**src/rtl/imem_if.sv**
```systemverilog
// Instruction-memory read bus: registered req/addr from the fetch unit,
// gnt/rvalid/rdata from memory. One rvalid is returned per granted request.
interface imem_if #(
  parameter int AW = 32,
  parameter int DW = 32
);
  logic          req;
  logic [AW-1:0] addr;
  logic          gnt;
  logic          rvalid;
  logic [DW-1:0] rdata;

  modport master (output req, output addr, input gnt, input rvalid, input rdata);
  modport slave  (input req, input addr, output gnt, output rvalid, output rdata);
endinterface

```
**src/rtl/instr_fetch_unit.sv**
```systemverilog
// Fetch unit: one outstanding imem read, {pc,instr} prefetch FIFO to decode.
// States: S_IDLE ready to issue | S_REQ req out | S_WAIT await rvalid | S_DROP discard rvalid. Option: FETCH_ALIGN_CHECK_EN.
module instr_fetch_unit #(
  parameter int DEPTH = 4,
  parameter int AW    = 32,
  parameter int DW    = 32
) (
  input  logic          clk,
  input  logic          rst_n,
  input  logic [AW-1:0] pc,
  output logic          pc_advance,
  input  logic          flush,
  imem_if.master        imem,
  output logic          instr_valid,
  output logic [DW-1:0] instr,
  output logic [AW-1:0] instr_pc,
  input  logic          dec_ready
`ifdef FETCH_ALIGN_CHECK_EN
  ,
  output logic          fetch_fault
`endif
);
  localparam int PW = $clog2(DEPTH);
  localparam int CW = PW + 1;
  localparam logic [CW-1:0] DEPTH_C = CW'(DEPTH);

  typedef enum logic [1:0] {S_IDLE, S_REQ, S_WAIT, S_DROP} state_t;

  state_t        state_q, state_d;
  logic          req_q, req_d;
  logic [AW-1:0] addr_q, addr_d;
  logic [CW-1:0] count_q, count_d;
  logic [PW-1:0] wr_ptr_q, wr_ptr_d;
  logic [PW-1:0] rd_ptr_q, rd_ptr_d;
  logic [AW-1:0] fifo_pc_q    [DEPTH];
  logic [DW-1:0] fifo_instr_q [DEPTH];
  logic          push, pop;
`ifdef FETCH_ALIGN_CHECK_EN
  logic          fault_q, fault_d;
  assign fetch_fault = fault_q;
`endif

  assign instr_valid = (count_q != '0);
  assign instr       = fifo_instr_q[rd_ptr_q];
  assign instr_pc    = fifo_pc_q[rd_ptr_q];
  assign pc_advance  = req_q & imem.gnt;
  assign imem.req    = req_q;
  assign imem.addr   = addr_q;

  always_comb begin
    state_d = state_q;
    addr_d  = addr_q;
`ifdef FETCH_ALIGN_CHECK_EN
    fault_d = flush ? 1'b0 : fault_q;
`endif
    // addr_q doubles as the tag of the outstanding request
    push     = (state_q == S_WAIT) & imem.rvalid & ~flush;
    pop      = instr_valid & dec_ready & ~flush;
    count_d  = flush ? '0 : count_q + CW'(push) - CW'(pop);
    wr_ptr_d = flush ? '0 : wr_ptr_q + PW'(push);
    rd_ptr_d = flush ? '0 : rd_ptr_q + PW'(pop);

    case (state_q)
      S_IDLE: begin
        if (!flush) begin
`ifdef FETCH_ALIGN_CHECK_EN
          if (fault_q || pc[1:0] != 2'b00) begin
            fault_d = 1'b1;
          end else if (count_q < DEPTH_C) begin
            state_d = S_REQ;
            addr_d  = pc;
          end
`else
          if (count_q < DEPTH_C) begin
            state_d = S_REQ;
            addr_d  = pc;
          end
`endif
        end
      end
      S_REQ: begin
        if (imem.gnt)  state_d = flush ? S_DROP : S_WAIT;
        else if (flush) state_d = S_IDLE;
      end
      S_WAIT: begin
        if (imem.rvalid) begin
          if (flush) begin
            state_d = S_IDLE;
          end else if (count_d < DEPTH_C) begin
            state_d = S_REQ;
            addr_d  = pc;
          end else begin
            state_d = S_IDLE;
          end
        end else if (flush) begin
          state_d = S_DROP;
        end
      end
      S_DROP: begin
        if (imem.rvalid) state_d = S_IDLE;
      end
      default: state_d = S_IDLE;
    endcase

    req_d = (state_d == S_REQ);
  end

  always_ff @(posedge clk or negedge rst_n) begin
    if (!rst_n) begin
      state_q  <= S_IDLE;
      req_q    <= 1'b0;
      addr_q   <= '0;
      count_q  <= '0;
      wr_ptr_q <= '0;
      rd_ptr_q <= '0;
      for (int i = 0; i < DEPTH; i++) begin
        fifo_pc_q[i]    <= '0;
        fifo_instr_q[i] <= '0;
      end
`ifdef FETCH_ALIGN_CHECK_EN
      fault_q  <= 1'b0;
`endif
    end else begin
      state_q  <= state_d;
      req_q    <= req_d;
      addr_q   <= addr_d;
      count_q  <= count_d;
      wr_ptr_q <= wr_ptr_d;
      rd_ptr_q <= rd_ptr_d;
      if (push) begin
        fifo_pc_q[wr_ptr_q]    <= addr_q;
        fifo_instr_q[wr_ptr_q] <= imem.rdata;
      end
`ifdef FETCH_ALIGN_CHECK_EN
      fault_q  <= fault_d;
`endif
    end
  end
endmodule

```
**src/flat_wrapper.sv**
```systemverilog
// flat-port wrapper written by rule: the top's interface ports become plain ports
module instr_fetch_unit_flat 
#(
  parameter int DEPTH = 4,
  parameter int AW    = 32,
  parameter int DW    = 32
)
  (clk, rst_n, pc, pc_advance, flush, instr_valid, instr, instr_pc, dec_ready, imem_req, imem_addr, imem_gnt, imem_rvalid, imem_rdata);
  imem_if #(.AW(AW), .DW(DW)) imem_i ();
  input  logic clk;
  input  logic rst_n;
  input  logic [AW-1:0] pc;
  output logic pc_advance;
  input  logic flush;
  output logic instr_valid;
  output logic [DW-1:0] instr;
  output logic [AW-1:0] instr_pc;
  input  logic dec_ready;
  output wire logic [$bits(imem_i.req)-1:0] imem_req;
  output wire logic [$bits(imem_i.addr)-1:0] imem_addr;
  input wire logic [$bits(imem_i.gnt)-1:0] imem_gnt;
  input wire logic [$bits(imem_i.rvalid)-1:0] imem_rvalid;
  input wire logic [$bits(imem_i.rdata)-1:0] imem_rdata;
  assign imem_req = imem_i.req;
  assign imem_addr = imem_i.addr;
  assign imem_i.gnt = imem_gnt;
  assign imem_i.rvalid = imem_rvalid;
  assign imem_i.rdata = imem_rdata;
  instr_fetch_unit #(.DEPTH(DEPTH), .AW(AW), .DW(DW)) u_core (.clk(clk), .rst_n(rst_n), .pc(pc), .pc_advance(pc_advance), .flush(flush), .imem(imem_i), .instr_valid(instr_valid), .instr(instr), .instr_pc(instr_pc), .dec_ready(dec_ready));
endmodule
```
**config.mk**
```make
export PLATFORM = sky130hd
export DESIGN_NAME = instr_fetch_unit_flat
export DESIGN_NICKNAME = d
export VERILOG_FILES = /design/src/rtl/imem_if.sv /design/src/rtl/instr_fetch_unit.sv /design/src/flat_wrapper.sv
export SDC_FILE = /design/constraint.sdc
export NUM_CORES = 1
export LEC_CHECK = 0
export CAP_MARGIN = 30
export CORE_MARGIN = 2
export CORE_UTILIZATION = 55
export CTS_CLUSTER_DIAMETER = 100
export DETAILED_ROUTE_END_ITERATION = 12
export GPL_TIMING_DRIVEN = 0
export PLACE_DENSITY_LB_ADDON = 0.15
export REMOVE_ABC_BUFFERS = 1
export SLEW_MARGIN = 15
export SYNTH_ARGS = -nofsm -noshare
export SYNTH_HDL_FRONTEND = slang
export SYNTH_SLANG_ARGS = --single-unit
```
**constraint.sdc**
```tcl
create_clock -name clk -period 4 [get_ports clk]
set_input_delay 0.8 -clock clk [delete_from_list [all_inputs] [get_ports clk]]
set_output_delay 0.8 -clock clk [all_outputs]
set_load 0.1 [all_outputs]
```
* Word level (Yosys, flattened, before mapping)
Cells that the tools add are included.
** Operators by class
- Add/sub/neg operators :: 4
- Magnitude comparators :: 5
- Multiply operators :: 0
- Divide/modulo/power cells :: 0
- Reductions and logical operators :: 5
- Equal/unequal tests :: 9
- Bitwise gates (word level) :: 8
- Multiplexer cells :: 30
- Shifts and indexed selects :: 0
** Operators with widths (number)
- 32-bit two-way mux :: 10
- 128-bit bitwise mux :: 2
- 32-bit binary-select mux with 2-bit select :: 2
- 32-bit demux with 2-bit select :: 1
- 32-bit case mux with 2 select lines :: 1
- 2-bit two-way mux :: 10
- 2-bit inequality test, second input constant :: 4
- 2-bit case mux with 4 select lines :: 1
- 3-bit greater-or-equal comparator, second input constant :: 2
- 3-bit < comparator, second input constant :: 2
- 2-bit NOT with 3-bit output :: 2
- 6-bit AND reduction :: 1
- 1-bit AND :: 5
- 2-bit by 1-bit adder with 2-bit output :: 2
- 2-bit by 1-bit == test with 1-bit output, second input constant :: 2
- 2-bit == test, second input constant :: 2
- 3-bit by 1-bit adder with 3-bit output :: 1
- 3-bit by 1-bit < comparator with 1-bit output, second input constant :: 1
- 3-bit two-way mux :: 1
- 3-bit nonzero test :: 1
- 3-bit by 1-bit subtractor with 3-bit output :: 1
- 2-bit logical NOT :: 1
- 1-bit two-way mux :: 2
- 2-bit by 1-bit inequality test with 1-bit output, second input constant :: 1
- 3 further kinds :: 3
** Word-level totals
- Word-level logic and storage cells :: 75
- Output and inout bits :: 99
- Latch bits :: 0
- Bits in writable memories :: 0
- Register bits :: 298
- Bits of input ports :: 70
- ROM bits :: 0
- Memories kept :: 0

* Longest topological paths before layout
Gate-level depths: netlist of run 1.
- Word-level depth :: 12
- Depth in mapped cells :: 13

* Worst setup path before layout of run 1
OpenSTA, ideal clock, no wires.
- Kind :: reg2reg
- Start point :: reg u_core.count_q[1]
- End point :: reg u_core.addr_q[0], in the netlist u_core.imem.addr[0]
- Data arrival time :: 3.688 ns
- Cell stages (with the launch flop) :: 13
- Required time :: 3.874 ns
- Path slack :: 0.186 ns
- Cell sequence :: dfrtp_1 -> or3_1 -> and3_1 -> ha_1 -> inv_1 -> ha_1 -> inv_1 -> fa_1 -> xor2_1 -> a2111oi_2 -> a31oi_1 -> buf_2 -> mux2_2
** On the way
- Longest elaborated chain between the ends :: 8
** RTL lines
- start: declaration :: RTL line instr_fetch_unit.sv:32 : logic [CW-1:0] count_q, count_d;
- start signal: assignment :: RTL line instr_fetch_unit.sv:127 : count_q <= count_d;
- 3-bit nonzero test :: RTL line instr_fetch_unit.sv:43 : assign instr_valid = (count_q != '0);
- named net instr_valid :: RTL line flat_wrapper.sv:15 : output logic instr_valid;
- 1-bit AND (2 in a row) :: RTL line instr_fetch_unit.sv:58 : pop = instr_valid & dec_ready & ~flush;
- 3-bit by 1-bit subtractor with 3-bit output :: RTL line instr_fetch_unit.sv:59 : count_d = flush ? '0 : count_q + CW'(push) - CW'(pop);
- 3-bit two-way mux :: RTL line instr_fetch_unit.sv:59
- 3-bit < comparator :: RTL line instr_fetch_unit.sv:89 : end else if (count_d < DEPTH_C) begin
- 2-bit inequality test (no source line)
- 6-bit AND reduction (no source line)
- end signal: assignment :: RTL line instr_fetch_unit.sv:126 : addr_q <= addr_d;
- end: declaration :: RTL line instr_fetch_unit.sv:31 : logic [AW-1:0] addr_q, addr_d;
The timed path passes the listed nets, and every way through them passes these cells.
A chain may end at the register's enable or synchronous reset.

* Final worst setup path of run 1
- Start point :: in flush
- End point :: reg u_core.addr_q[12], in the netlist u_core.imem.addr[12]
** On the way
- Longest elaborated chain between the ends :: 8
** RTL lines
- start: declaration :: RTL line flat_wrapper.sv:14 : input logic flush;
- 1-bit NOT :: RTL line instr_fetch_unit.sv:57, instr_fetch_unit.sv:58
- 1-bit AND :: RTL line instr_fetch_unit.sv:57 : push = (state_q == S_WAIT) & imem.rvalid & ~flush;
- 3-bit by 1-bit adder with 3-bit output :: RTL line instr_fetch_unit.sv:59
- 3-bit by 1-bit subtractor with 3-bit output :: RTL line instr_fetch_unit.sv:59
- 3-bit two-way mux :: RTL line instr_fetch_unit.sv:59
- 3-bit < comparator :: RTL line instr_fetch_unit.sv:89
- 2-bit inequality test (no source line)
- 6-bit AND reduction (no source line) *
Every way passes the cells marked *; elsewhere a longest branch is shown, timed or not.

==> results of run 1 <==
## worst register-to-register path, delay by kind of cell, from the launching register on
kind            cells  cell delay [ns]
fa+ha+maj           3             0.88
compound gates      2             0.61
simple gates        2             0.59
flops               1             0.48
mux                 1             0.34
buf+inv             3             0.33
xor+xnor            1             0.21
## state kept, by name, indices dropped and copies added (netlist names)
name,flops
u_core.fifo_instr_q,128
u_core.wr_ptr_q,2
u_core.fifo_pc_q,128
u_core.count_q,3
u_core.rd_ptr_q,2
u_core.state_q,2
u_core.imem.req,1
u_core.imem.addr,32
## worst min path at each step
stage	start	end	slack, ns
after floorplan	u_core.fifo_instr_q[103]	u_core.fifo_instr_q[103]	0.45
after global placement	u_core.fifo_pc_q[106]	u_core.fifo_pc_q[106]	0.46
after detailed placement	u_core.fifo_pc_q[108]	u_core.fifo_pc_q[108]	0.48
after CTS	rst_n	u_core.fifo_instr_q[109]	0.26
after global routing	rst_n	u_core.fifo_instr_q[109]	0.29
final	rst_n	u_core.fifo_instr_q[109]	0.23
## cells by family after synthesis
logic type / count (synthesis)
AND/OR/NAND/NOR: 27
multiplexers: 352
XOR/XNOR: 4
flip-flops: 298
adder cells (fa/ha/maj): 5
buffers and inverters: 48
AO/OA/AOI/OAI: 5
## per-layer routing
layer / part of all wire [%] / wire length, um
met5: 0 / 0
met1: 42 / 11100
met3: 4.2 / 1120
met4: 2.3 / 613
met2: 52 / 13700
## metrics by stage
stage,hold WS (ns),setup slack (ns),cells,instance area [sq um],setup TNS [ns]
after global routing,0.286,0.0268,1237,16300,0
after global placement,0.463,-9.36,1148,14500,-3463.58
after floorplan,0.453,-1.03,695,12500,-52.34
after CTS,0.259,0.173,1236,16200,0
after detailed placement,0.480,-0.693,1176,15000,-19.84
final,0.225,0.189,1237,16300,0
## repair_timing
action                     in CTS  in global routing
setup buffers                   2                  0
cloned                          0                  0
resized for setup              28                  1
setup endpoints to repair      50                  4
## area by class of cell
| cell class | count | area, sq um | share of cell area (%) |
|---|---|---|---|
| Multi-Input combinational cell | 393 | 5040 | 31.0 |
| Sequential cell | 298 | 7460 | 45.9 |
| Tap cell | 285 | 357 | 2.19 |
| Clock buffer | 40 | 870 | 5.35 |
| Clock inverter | 18 | 372 | 2.29 |
| Timing Repair Buffer | 198 | 2140 | 13.1 |
| Antenna cell | 1 | 2.50 | 0.0154 |
| Inverter | 4 | 15.0 | 0.0923 |
## synthesized netlist by cell type, types with 3 or more instances
library cell	number	area (sq um)
clkbuf_1	7	26.3
inv_1	4	15.0
nor2b_1	5	31.3
mux2_2	280	3150
mux2_1	8	90.1
nor2_1	6	22.5
xnor2_1	3	26.3
buf_6	6	67.6
ha_1	4	50.1
nand3b_1	3	22.5
buf_2	29	145
dfrtp_1	298	7460
mux4_2	64	1440
==> flow_summary.toml, run 1 <==
[clock_network]
cts_max_level = 1
insertion_delay_ns = 0.56
clk_transition_reported_paths_ns = 0.06
cts_tree = "done"
cts.path.max_buffers = 3
cts-buffers-inserted = 31
cts_root_buf = "clkbuf_16"
cts_sinks = 298
postCtsHoldBufs = 0

[global_route]
grtUsageMet1_pct = 29.1
met2_usage_pct = 39.3
grt_usage_pct = 22.4
grt_max_degree = 111
busiest_layer = "met2"
gr-usage-met3_pct = 3.94
antenna_found_initial = 1
grt_pass1_vias = 8017
gr-total-overflow = 0
grt_pass1_wl_um = 42800

[yosys]
ys_ff_latch = 298
synth-simple-area-share_pct = 1.42
synthAdderAreaFrac_pct = 0.550
synthMuxAreaShare_pct = 36.8
synth_top_family_by_area = "multiplexers"
synth-edff-count = 0
synth_cell_types = 32
synth_area_sq_um = 12700
seq_area_frac_synth_pct = 58.6
ys.flop_type = "dfrtp_1"
synthArstFlopShare_pct = 100
ys_warn_count = 0
syn_inst = 739
synth-xor-area-share_pct = 0.275
synth-compound-area-share_pct = 0.344
syn_area_per_cell_sq_um = 17.2

[finish]
mostFrequentLayoutCells = "dfrtp_1, mux2_2, clkdlybuf4s50_1"
drive_gt1_share_pct = 46.3
fill_cells = 1437
final_common_cell = "dfrtp_1"
utilization_pct = 71.6
area_growth_syn_to_layout_pct = 27.7
final_nets = 1001

[timing]
drv_slew = 0
rsz0062_at_grt = "false"
finalSetupViolCount = 0
min_period_ns = 3.81
fin_worst_skew_ns = 0.0158
maxSlewHeadroom_pct = 30.6
fmax_ghz = 0.262
tightestPinTransition_ns = 1.04
hold_viol = 0
timing.final.crit_share_pct = 95.3

[floorplanning]
die_w_um = 156
die_h_um = 156
dieArea_sq_um = 24400
io_pins = 169
placementRows = 55
coreArea_sq_um = 22700
start_util_pct = 56.1

[critical_path]
crit_buf_inv = 5
worstPathCellList = "clkdlybuf4s50_1, inv_1, and3_1, ha_1, inv_1, ha_1, inv_1, fa_1, xor2_2, a2111oi_2, a31oi_4, buf_16, mux2_1"
endpoint = "u_core.imem.addr[12]"
slowest_delay_ns = 0.74
crit_top_cell = "inv_1"
ff2ff_setup_slack_ns = 0.46
start_kind = "input port"
cp.arrival_ns = 4.25
crit_required_ns = 4.44
crit_path_end_kind = "register"
path_depth = 13
worstReg2RegStart = "u_core.count_q[2]"
critPathMaxFanout = 22
critPathSlowestCell = "clkdlybuf4s50_1"
cpLargestDelayFamily = "buffers and inverters"
timing_worst_setup_path_type = "in2reg"
timing.rr.end = "u_core.imem.addr[12]"
r2r_cells = 12
worstSetupStartpoint = "flush"

[detailed_routing]
vias = 7209
via_per_inst = 5.83
drt-total-wl_um = 26600
wl_per_cell_um = 21.5
drc = 0
drt_iter0_markers = 389
drt_first_pass_iters = 4
antenna_left = 0

[placement]
dp_hpwl_um = 17600
io_buffers = 168
gp_congestion = 0.790

[worst_hold_path]
hold_class = "in2async"

[flow_run]
cap_violations = 0

[outcome]
status = "completed"
Power of run 1 is left out: the tool's default activity adds up to more than one toggle a clock period on the data nets, which glitch-free logic cannot reach.
==> inputs of run 2 (changes only) <==
--- a/config.mk
+++ b/config.mk
@@ -5,6 +5,7 @@
 export SDC_FILE = /design/constraint.sdc
 export NUM_CORES = 1
 export LEC_CHECK = 0
+export ABC_CLOCK_PERIOD_IN_PS = 4000
 export CAP_MARGIN = 30
 export CORE_MARGIN = 2
 export CORE_UTILIZATION = 55
==> results of run 2 <==
The final DEF is identical to that of run 1; final timing and power are the same.
Power of run 2 is left out for the same reason.
